File: config.mk
export PLATFORM = sky130hd
export DESIGN_NAME = rom_scanner_flat
export DESIGN_NICKNAME = d
export VERILOG_FILES = /design/src/rtl/rom_scanner_if.sv /design/src/rtl/rom_scanner.sv /design/src/flat_wrapper.sv
export SDC_FILE = /design/constraint.sdc
export NUM_CORES = 1
export LEC_CHECK = 0
export ABC_AREA = 1
export ABC_CLOCK_PERIOD_IN_PS = 2000
export BUFFER_PORTS_ARGS = -buffer_cell sky130_fd_sc_hd__buf_2
export CAP_MARGIN = 20
export CORE_MARGIN = 4
export CORE_UTILIZATION = 50
export DETAILED_ROUTE_END_ITERATION = 12
export PLACE_DENSITY_LB_ADDON = 0.1
export SLEW_MARGIN = 20
export SYNTH_ARGS = -nofsm -noshare
export SYNTH_HDL_FRONTEND = slang
export SYNTH_SLANG_ARGS = --single-unit
export TNS_END_PERCENT = 5
File: constraint.sdc
create_clock -name clk -period 2 [get_ports clk]
set_clock_uncertainty 0.05 [all_clocks]
set_input_delay 0.4 -clock clk [delete_from_list [all_inputs] [get_ports clk]]
set_output_delay 0.4 -clock clk [all_outputs]
set_load 0.02 [all_outputs]
File: src/rtl/rom_scanner_if.sv
// Bundle of scan control, ROM bus and result status signals for rom_scanner.
// The scanner drives the ROM address/enable and the status; the host drives everything else.
interface rom_scanner_if #(
  parameter int EXPECT_W = 16
) ();
  logic                start;
  logic                abort;
  logic [9:0]          first_addr;
  logic [9:0]          last_addr;
  logic [EXPECT_W-1:0] expected_sum;
  logic                rom_enable;
  logic [9:0]          rom_A;
  logic                rom_OE;
  logic [7:0]          rom_DO;
  logic                busy;
  logic                done;
  logic                pass;
  logic                oe_err;
  logic [EXPECT_W-1:0] sum;
  logic [10:0]         count;

  modport slave (
    input  start, abort, first_addr, last_addr, expected_sum, rom_OE, rom_DO,
    output rom_enable, rom_A, busy, done, pass, oe_err, sum, count
  );

  modport master (
    output start, abort, first_addr, last_addr, expected_sum, rom_OE, rom_DO,
    input  rom_enable, rom_A, busy, done, pass, oe_err, sum, count
  );
endinterface

File: src/rtl/rom_scanner.sv
// Streams a wrapping address range out of a one-cycle-latency ROM, one byte per clock,
// and compares the running byte checksum with a reference value.
//
// state  | meaning
// IDLE   | waiting for start; results from the last scan held
// PRIME  | first address issued, nothing to sample yet
// STREAM | issue next address, sample byte of previous address
// DRAIN  | last address held, sample final byte
// DONE   | one-cycle done pulse with final results
module rom_scanner #(
  parameter int EXPECT_W = 16
) (
  input  logic        clk,
  input  logic        rst,
  rom_scanner_if.slave bus
);

  typedef enum logic [2:0] {
    S_IDLE,
    S_PRIME,
    S_STREAM,
    S_DRAIN,
    S_DONE
  } state_t;

  state_t              state_q, state_d;
  logic [9:0]          addr_q, addr_d;
  logic [9:0]          last_q, last_d;
  logic [EXPECT_W-1:0] exp_q, exp_d;
  logic [EXPECT_W-1:0] sum_q, sum_d;
  logic [10:0]         count_q, count_d;
  logic                pass_q, pass_d;
  logic                oe_err_q, oe_err_d;
  logic                sample;
  logic                finish;

  always_ff @(posedge clk or posedge rst) begin
    if (rst) begin
      state_q  <= S_IDLE;
      addr_q   <= '0;
      last_q   <= '0;
      exp_q    <= '0;
      sum_q    <= '0;
      count_q  <= '0;
      pass_q   <= 1'b0;
      oe_err_q <= 1'b0;
    end else begin
      state_q  <= state_d;
      addr_q   <= addr_d;
      last_q   <= last_d;
      exp_q    <= exp_d;
      sum_q    <= sum_d;
      count_q  <= count_d;
      pass_q   <= pass_d;
      oe_err_q <= oe_err_d;
    end
  end

  always_comb begin
    state_d        = state_q;
    addr_d         = addr_q;
    last_d         = last_q;
    exp_d          = exp_q;
    sum_d          = sum_q;
    count_d        = count_q;
    pass_d         = pass_q;
    oe_err_d       = oe_err_q;
    sample         = 1'b0;
    finish         = 1'b0;
    bus.rom_enable = 1'b0;
    bus.rom_A      = '0;

    case (state_q)
      S_IDLE: begin
        if (bus.start && !bus.abort) begin
          state_d  = S_PRIME;
          addr_d   = bus.first_addr;
          last_d   = bus.last_addr;
          exp_d    = bus.expected_sum;
          sum_d    = '0;
          count_d  = '0;
          pass_d   = 1'b0;
          oe_err_d = 1'b0;
        end
      end
      S_PRIME: begin
        bus.rom_enable = 1'b1;
        bus.rom_A      = addr_q;
        addr_d         = addr_q + 10'd1;
        if (bus.abort)              state_d = S_IDLE;
        else if (addr_q == last_q)  state_d = S_DRAIN;
        else                        state_d = S_STREAM;
      end
      S_STREAM: begin
        bus.rom_enable = 1'b1;
        bus.rom_A      = addr_q;
        if (bus.abort) begin
          state_d = S_IDLE;
        end else begin
          sample = 1'b1;
          addr_d = addr_q + 10'd1;
          if (addr_q == last_q) state_d = S_DRAIN;
        end
      end
      S_DRAIN: begin
        bus.rom_enable = 1'b1;
        bus.rom_A      = last_q;
        if (bus.abort) begin
          state_d = S_IDLE;
        end else begin
          sample  = 1'b1;
          finish  = 1'b1;
          state_d = S_DONE;
        end
      end
      S_DONE:  state_d = S_IDLE;
      default: state_d = S_IDLE;
    endcase

    // A byte flagged invalid still counts as a sample but contributes nothing to the sum.
    if (sample) begin
      count_d = count_q + 11'd1;
      if (bus.rom_OE) sum_d    = sum_q + EXPECT_W'(bus.rom_DO);
      else            oe_err_d = 1'b1;
    end

    // Verdict is formed from the post-sample values so it is already valid during DONE.
    if (finish) pass_d = (sum_d == exp_q) && !oe_err_d;
  end

  assign bus.busy   = (state_q != S_IDLE);
  assign bus.done   = (state_q == S_DONE);
  assign bus.pass   = pass_q;
  assign bus.oe_err = oe_err_q;
  assign bus.sum    = sum_q;
  assign bus.count  = count_q;

endmodule

File: src/flat_wrapper.sv
// flat-port wrapper written by rule: the top's interface ports become plain ports
module rom_scanner_flat 
#(
  parameter int EXPECT_W = 16
)
  (clk, rst, bus_start, bus_abort, bus_first_addr, bus_last_addr, bus_expected_sum, bus_rom_OE, bus_rom_DO, bus_rom_enable, bus_rom_A, bus_busy, bus_done, bus_pass, bus_oe_err, bus_sum, bus_count);
  rom_scanner_if #(.EXPECT_W(EXPECT_W)) bus_i ();
  input  logic clk;
  input  logic rst;
  input wire logic [$bits(bus_i.start)-1:0] bus_start;
  input wire logic [$bits(bus_i.abort)-1:0] bus_abort;
  input wire logic [$bits(bus_i.first_addr)-1:0] bus_first_addr;
  input wire logic [$bits(bus_i.last_addr)-1:0] bus_last_addr;
  input wire logic [$bits(bus_i.expected_sum)-1:0] bus_expected_sum;
  input wire logic [$bits(bus_i.rom_OE)-1:0] bus_rom_OE;
  input wire logic [$bits(bus_i.rom_DO)-1:0] bus_rom_DO;
  output wire logic [$bits(bus_i.rom_enable)-1:0] bus_rom_enable;
  output wire logic [$bits(bus_i.rom_A)-1:0] bus_rom_A;
  output wire logic [$bits(bus_i.busy)-1:0] bus_busy;
  output wire logic [$bits(bus_i.done)-1:0] bus_done;
  output wire logic [$bits(bus_i.pass)-1:0] bus_pass;
  output wire logic [$bits(bus_i.oe_err)-1:0] bus_oe_err;
  output wire logic [$bits(bus_i.sum)-1:0] bus_sum;
  output wire logic [$bits(bus_i.count)-1:0] bus_count;
  assign bus_i.start = bus_start;
  assign bus_i.abort = bus_abort;
  assign bus_i.first_addr = bus_first_addr;
  assign bus_i.last_addr = bus_last_addr;
  assign bus_i.expected_sum = bus_expected_sum;
  assign bus_i.rom_OE = bus_rom_OE;
  assign bus_i.rom_DO = bus_rom_DO;
  assign bus_rom_enable = bus_i.rom_enable;
  assign bus_rom_A = bus_i.rom_A;
  assign bus_busy = bus_i.busy;
  assign bus_done = bus_i.done;
  assign bus_pass = bus_i.pass;
  assign bus_oe_err = bus_i.oe_err;
  assign bus_sum = bus_i.sum;
  assign bus_count = bus_i.count;
  rom_scanner #(.EXPECT_W(EXPECT_W)) u_core (.clk(clk), .rst(rst), .bus(bus_i));
endmodule
==> results of run 1 <==
## logic make-up (layout without fill, tap and decap cells)
group,after synthesis,count (layout)
simple gates,314,314
buf+inv,100,249
compound gates,80,80
flops,68,68
fa+ha+maj,11,11
xor+xnor,7,7
mux,2,2
## worst paths after layout
check / slack, ps / startpoint / depth (start not counted) / end
setup / recovery: -230 / u_core.state_q[2]$_DFFE_PP0P_ / 7 / bus_rom_A[2]
hold / removal: 90 / rst / 3 / u_core.bus.sum[3]$_DFF_PP0_
setup reg to reg: -220 / u_core.bus.sum[0]$_DFF_PP0_ / 16 / u_core.bus.pass$_DFFE_PP0P_
hold reg to reg: 430 / u_core.bus.count[10]$_DFFE_PP0P_ / 1 / u_core.bus.count[10]$_DFFE_PP0P_
max in group asynchronous: 1500 / rst / 3 / u_core.state_q[2]$_DFFE_PP0P_
min in group clk: 200 / bus_last_addr[5] / 3 / u_core.last_q[5]$_DFFE_PP0P_
## synthesized netlist by cell type (all sizes together), types with 3 or more instances
cell,n,area [µm²]
buf,8,48.79
nand3b,5,37.54
o22ai,13,87.58
xor2,4,35.03
nand3,58,300.3
o31ai,4,30.03
nand4,10,77.57
dfrtp,68,1702
a32oi,4,35.03
a21oi,12,60.06
clkbuf,4,15.01
o211ai,4,30.03
o21ai,39,195.2
nor3,6,30.03
ha,10,125.1
nand2,192,733.2
xnor2,3,26.28
nor2,39,158.9
inv,87,329.1
## where the power goes
group | internal [W] | switching (W)
Sequential | 0.00187 | 0.000381
Clock | 0.000711 | 0.000584
Combinational | 0.00170 | 0.00238
Total | 0.00427 | 0.00334
## critical path, stage by stage, from the launching register on
cell	delay (ps)
dfrtp_2	450
nor2_4	160
nand2_2	110
nand2_2	120
clkinvlp_4	110
buf_12	150
o22ai_1	150
buf_4	180
## per-stage QoR
step	hold slack (ps)	area, µm²	util [%]	total power (W)	setup WS [ps]
final	86.07	5473	67.28	0.007615	-233.9
after global routing	118.9	5473	67.28	0.008242	-387.0
after CTS	101.4	5400	66.39	0.007490	-221.5
after detailed placement	414.5	5079	62.44	0.005926	-456.2
after global placement	407.2	5079	62.44	0.005836	-350.5
after floorplan	416.4	4165	-	0.004641	-196.7
## layer usage
layer	part of all wire (%)	wire [µm]	vias up	global-route usage [%]
li1	-	-	2179	-
met1	44	4949	1962	31.02
met2	48	5396	128	38.58
met3	5.8	655	19	4.278
met4	2.1	238	0	8.508
met5	0	0	-	0
## flip-flops by register name, summed over array words and instances, names as in the netlist
register / count
u_core.bus.oe_err: 1
u_core.bus.sum: 16
u_core.bus.pass: 1
u_core.state_q: 3
u_core.exp_q: 16
u_core.last_q: 10
u_core.bus.count: 11
u_core.addr_q: 10
## cell type report
class | instances | area share [%]
inverter | 88 | 6.379
timing repair buffer | 145 | 16.87
tap | 105 | 2.401
clock buffer | 9 | 2.263
multi-input combinational | 414 | 39.09
clock inverter | 7 | 1.829
sequential | 68 | 31.16
## repair_timing
| item | CTS | global route |
|---|---|---|
| setup endpoints to repair | 11 | 19 |
| buffers inserted | 4 | 0 |
| resized for setup | 19 | 16 |
| pin swaps | 4 | 1 |
==> results by group, run 1 <==
Run status
  • Outcome: complete, but fails checks
  • Failing checks: setup timing

Global routing
  • Vias in the first global route: 4122
  • Total GRT Usage: 23.46%
  • Antenna violations before repair: 0
  • Wire length of the first global-routing pass: 18.84 mm
  • Overflow after GRT: 0
  • Pin count of the biggest net entering global routing: 69

Setup path
  • Critical path peak fanout: 8
  • Critical Path Start Type: flip-flop
  • Critical Path RT: 1550 ps
  • Setup crit end kind: output pin
  • CP arrival: 1780 ps
  • Kind of critical path: flip-flop to output pin

Synthesis
  • Post-Synth Simple-Gate Area: 32.75%
  • Netlist cell types: 40
  • Register area share after synthesis: 40.90%
  • Syn Nets: 642
  • Synthesized instance count: 582
  • Mux share of post-synthesis cell area: 0.5113%
  • Share of flip-flops with an asynchronous set or reset: 100.0%
  • #FFs+latches synth: 68
  • Post-synth EDFFs: 0
  • Top FF cell, synth: dfrtp_1
  • Xor/xnor share of the synthesized area: 1.474%
  • Netlist Area Pre-Place: 4160 µm²
  • Synth warn: 0
  • Synth Area in Compound Gates: 11.31%
  • Syn_area_per_cell: 7.148 µm²
  • Largest family of logic cells by synthesized area: simple AND/OR/NAND/NOR gates
  • Adder-cell share of the synthesized area: 3.489%

Run
  • Maxcap violations: 0

Final layout
  • Number of fill cells: 716
  • Nets: 786
  • Reg area: 1705 µm²
  • Most frequent cells in the layout: nand2_1 (184), buf_2 (82), inv_1 (77)
  • Leading cell type in the layout, fill and taps excluded: nand2_1
  • Post-Layout Cell Count: 836
  • Ratio of cells with drive above 1 in the final layout: 27.50%
  • Area occupied by multi-input gates: 2140 µm²
  • Diode count: 0
  • Synth-to-layout area growth: 31.55%

Die
  • Chip width: 99.22 µm
  • I/O pin count: 91
  • Die Area: 9844 µm²
  • Initial Util: 51.15%
  • Core footprint: 8134 µm²
  • Rows: 33
  • Die Height: 99.22 µm

Routing
  • Initial DRC Count: 192
  • Vias: 4288
  • Routed WL: 11.24 mm
  • Drt pass-1 iters: 5
  • Final ANT Viol Nets: 0
  • Wire length per cell: 13.44 µm
  • Post-detailed-route via-to-cell ratio: 5.129
  • Final routed DRC violation total: 0

CTS
  • Hold buffers post-CTS: 0
  • Sink Count: 68
  • Worst-path clk slew: 80 ps
  • CTS H-tree lvls: 3
  • CTS root buffer: clkbuf_8
  • CTS tree: yes
  • Skew-Pair Late Insertion Delay: 350 ps
  • Worst-case clock buffer depth: 2
  • CTS Buf Count: 9

Placement
  • Final GP Congestion: 0.9180
  • Dpl hpwl: 8.378 mm
  • I/O Buffers: 90
  • Placed cells: 816

STA
  • Fmax: 447.6 MHz
  • Max Slew Vio Count: 0
  • RSZ-0062 raised after global routing: true
  • Final critical-path required period: 2234 ps
  • Final TNS setup: -2036 ps
  • Slew HR: 72.75%
  • Final setup vio count: 11
  • Period utilization: 111.7%
  • Worst Tran Pin Value: 405.0 ps
  • Endpoints failing hold: 0
  • Setup WS post-layout: -233.9 ps

Power and ir drop
  • Peak supply drop: 0.0008447 V
  • Leakage power total: 2.951 nW
  • Pwr per Cell Area: 1391 nW/µm²

Hold path
  • Hold crit path type: primary input to async pin
No activity file was read; power rests on OpenSTA's default activity.
==> run 2: changes to the inputs <==
--- a/config.mk
+++ b/config.mk
@@ -9,8 +9,11 @@
 export ABC_CLOCK_PERIOD_IN_PS = 2000
 export BUFFER_PORTS_ARGS = -buffer_cell sky130_fd_sc_hd__buf_2
 export CAP_MARGIN = 20
+export CELL_PAD_IN_SITES_DETAIL_PLACEMENT = 0
+export CELL_PAD_IN_SITES_GLOBAL_PLACEMENT = 1
+export CORE_ASPECT_RATIO = 0.5
 export CORE_MARGIN = 4
-export CORE_UTILIZATION = 50
+export CORE_UTILIZATION = 35
 export DETAILED_ROUTE_END_ITERATION = 12
 export PLACE_DENSITY_LB_ADDON = 0.1
 export SLEW_MARGIN = 20
==> run 2 against run 1 <==
Effect of this change: sequential cell count unchanged; largest power group unchanged; power increased by 7.7%; largest cell class unchanged; the flow still finishes with violations (setup timing); clock power increased by 15%.
==> results by group, run 2 (synthesis results as in run 1) <==
Run status
  • Outcome: complete, but fails checks
  • Failing checks: setup timing

Final layout
  • Post-Layout Cell Count: 904 (+8.1%)
  • Ratio of cells with drive above 1 in the final layout: 30.87% (+3.4 points)
  • Leading cell type in the layout, fill and taps excluded: nand2_1
  • Most frequent cells in the layout: nand2_1 (182), buf_2 (80), inv_1 (77)
  • Utilization after layout: 51.96% (-15 points)
  • Diode count: 0 (unchanged)
  • Number of fill cells: 1146 (+60%)
  • Synth-to-layout area growth: 40.93%
  • Nets: 801 (+1.9%)

Setup path
  • CP arrival: 2350 ps (+570 ps)
  • WP buf/inv: 1 (-2)
  • RR Startpoint: u_core.bus.sum[0]$_DFF_PP0_
  • Critical Path Most Common Cell: nand2_1
  • CP max stage delay: 420 ps (-30 ps)
  • Setup crit end kind: flip-flop
  • Worst-path cell chain: ha_4 -> fa_2 -> buf_4 -> xor2_1 -> nand2_1 -> nand2_1 -> nand2_1 -> nand2_1 -> nand2_1 -> nor2_1 -> nand2_1 -> nor2_1 -> nand3_1 -> nor2_2 -> nand2_1 -> nand2_1
  • Critical Path Start Type: flip-flop
  • CP max stage cell: dfrtp_2
  • Worst path top cell family by delay: simple AND/OR/NAND/NOR gates
  • Critical Path RT: 2220 ps (+670 ps)
  • CP startpoint: u_core.bus.sum[0]$_DFF_PP0_
  • Critical path peak fanout: 2 (-6)
  • Kind of critical path: flip-flop to flip-flop

STA
  • Final setup vio count: 12 (+1)
  • Worst Tran Pin Value: 515.8 ps (+110.8 ps)
  • RSZ-0062 raised after global routing: true
  • Final critical-path required period: 2128 ps (-106.2 ps)
  • Max Slew Vio Count: 0 (unchanged)
  • Period utilization: 106.4% (-5.3 points)
  • Final TNS setup: -660.1 ps (+1376 ps)
  • Fmax: 470.0 MHz (+5.0%)
  • Endpoints failing hold: 0 (unchanged)
  • Setup WS post-layout: -127.7 ps (+106.2 ps)
  • Slew HR: 65.54% (-7.2 points)

CTS
  • Skew-Pair Late Insertion Delay: 330 ps (-20 ps)
  • CTS H-tree lvls: 3 (unchanged)
  • Worst-case clock buffer depth: 2 (unchanged)
  • CTS root buffer: clkbuf_16
  • CTS Buf Count: 9 (unchanged)
  • Hold buffers post-CTS: 0 (unchanged)
  • CTS tree: yes
  • Worst-path clk slew: 60 ps (-20 ps)
  • Sink Count: 68 (unchanged)

Routing
  • Final routed DRC violation total: 0 (unchanged)
  • Drt pass-1 iters: 5 (unchanged)
  • Vias: 4271 (-0.40%)
  • Initial DRC Count: 267 (+39%)
  • Final ANT Viol Nets: 0 (unchanged)
  • Routed WL: 12.18 mm (+8.4%)
  • Wire length per cell: 13.48 µm (+0.25%)
  • Post-detailed-route via-to-cell ratio: 4.725 (-7.9%)

Run
  • Maxcap violations: 0 (unchanged)

Power and ir drop
  • Peak supply drop: 0.0007785 V (-7.8%)
  • Comb power frac: 54.5% (+1.0 points)
  • Clock network power share: 18.2% (+1.2 points)
  • Leakage power total: 3.084 nW (+4.5%)
  • Reg power frac: 27.3% (-2.2 points)
  • Pint: 0.004706 W (+10%)
  • Switch share: 42.63% (-1.3 points)
  • Switching pwr: 0.003496 W (+4.5%)
  • Pwr per Cell Area: 1399 nW/µm² (+0.53%)

Die
  • Core footprint: 11280 µm² (+39%)
  • Rows: 27 (-18%)
  • Chip width: 162.2 µm (+63%)
  • Die Area: 13800 µm² (+40%)
  • Die Height: 85.09 µm (-14%)
  • I/O pin count: 91 (unchanged)
  • Initial Util: 36.87% (-14 points)

Global routing
  • Vias in the first global route: 4137 (+0.36%)
  • Wire length of the first global-routing pass: 20.26 mm (+7.5%)
  • Total GRT Usage: 18.12% (-5.3 points)
  • Pin count of the biggest net entering global routing: 29 (-58%)
  • Antenna violations before repair: 0 (unchanged)
  • Overflow after GRT: 0 (unchanged)

Hold path
  • Hold crit path type: primary input to async pin

Placement
  • Final GP Congestion: 0.8334 (-9.2%)
  • Dpl hpwl: 9.401 mm (+12%)
  • Placed cells: 883 (+8.2%)
  • I/O Buffers: 90 (unchanged)
run 2: cell types whose count changed in the layout (fill, tap and decap cells not counted), sizes merged:
| cell | change |
|---|---|
| bufinv | -2 |
| buf | +15 |
| clkinvlp | -1 |
| clkbuf | +4 |
| clkinv | -2 |
run 2: path summary, 6_finish.rpt:
kind                                                    end  slack [ps]  cells after the start
max                             u_core.bus.pass$_DFFE_PP0P_        -130                     16
min                            u_core.last_q[7]$_DFFE_PP0P_          60                      2
max reg2reg                     u_core.bus.pass$_DFFE_PP0P_        -130                     16
min reg2reg                u_core.bus.count[10]$_DFFE_PP0P_         450                      1
max in group asynchronous       u_core.bus.sum[0]$_DFF_PP0_        1290                      3
min in group clk               u_core.last_q[5]$_DFFE_PP0P_         230                      3
run 2: metrics by stage:
stage	hold WS (ps)	instance area (µm²)	worst slack, ps	total power, W
floorplan	416.4	4165	-196.7	0.004641
global placement	416.5	5256	-387.5	0.006118
detailed placement	423.3	5256	-455.2	0.006120
CTS	67.73	5723	-195.0	0.008012
global route	96.35	5863	-320.0	0.008886
finish	55.46	5863	-127.7	0.008202
run 2: cell type report:
| type | count | area [µm²] | share of cell area, % |
|---|---|---|---|
| multi-input combinational | 414 | 2265 | 38.63 |
| clock inverter | 2 | 10.01 | 0.1707 |
| inverter | 88 | 345.3 | 5.890 |
| clock buffer | 13 | 260.3 | 4.439 |
| timing repair buffer | 160 | 1080 | 18.42 |
| tap | 159 | 198.9 | 3.393 |
| sequential | 68 | 1704 | 29.07 |
run 2: power by group through the flow:
stage / sequential [W] / clock (W) / combinational (W)
6_report: 0.00224 / 0.00149 / 0.00447
2_1_floorplan: 0.00232 / 0 / 0.00232
3_5_place_dp: 0.00224 / 0 / 0.00388
3_3_place_gp: 0.00224 / 0 / 0.00388
4_1_cts: 0.00222 / 0.00153 / 0.00426
5_1_grt: 0.00230 / 0.00159 / 0.00499
run 2: per-layer routing:
layer | track usage (%) | share of wire (%) | wire (µm)
met5 | 0 | 0 | 0
met4 | 3.300 | 0.55 | 67
met3 | 4.755 | 4.8 | 588
met2 | 27.90 | 44 | 5346
met1 | 25.97 | 51 | 6182
run 2: what timing repair did:
| item | in CTS | in global routing |
|---|---|---|
| pin swaps | 6 | 1 |
| resized for setup | 37 | 31 |
| endpoints found under the setup margin | 11 | 23 |
| setup buffers | 6 | 0 |
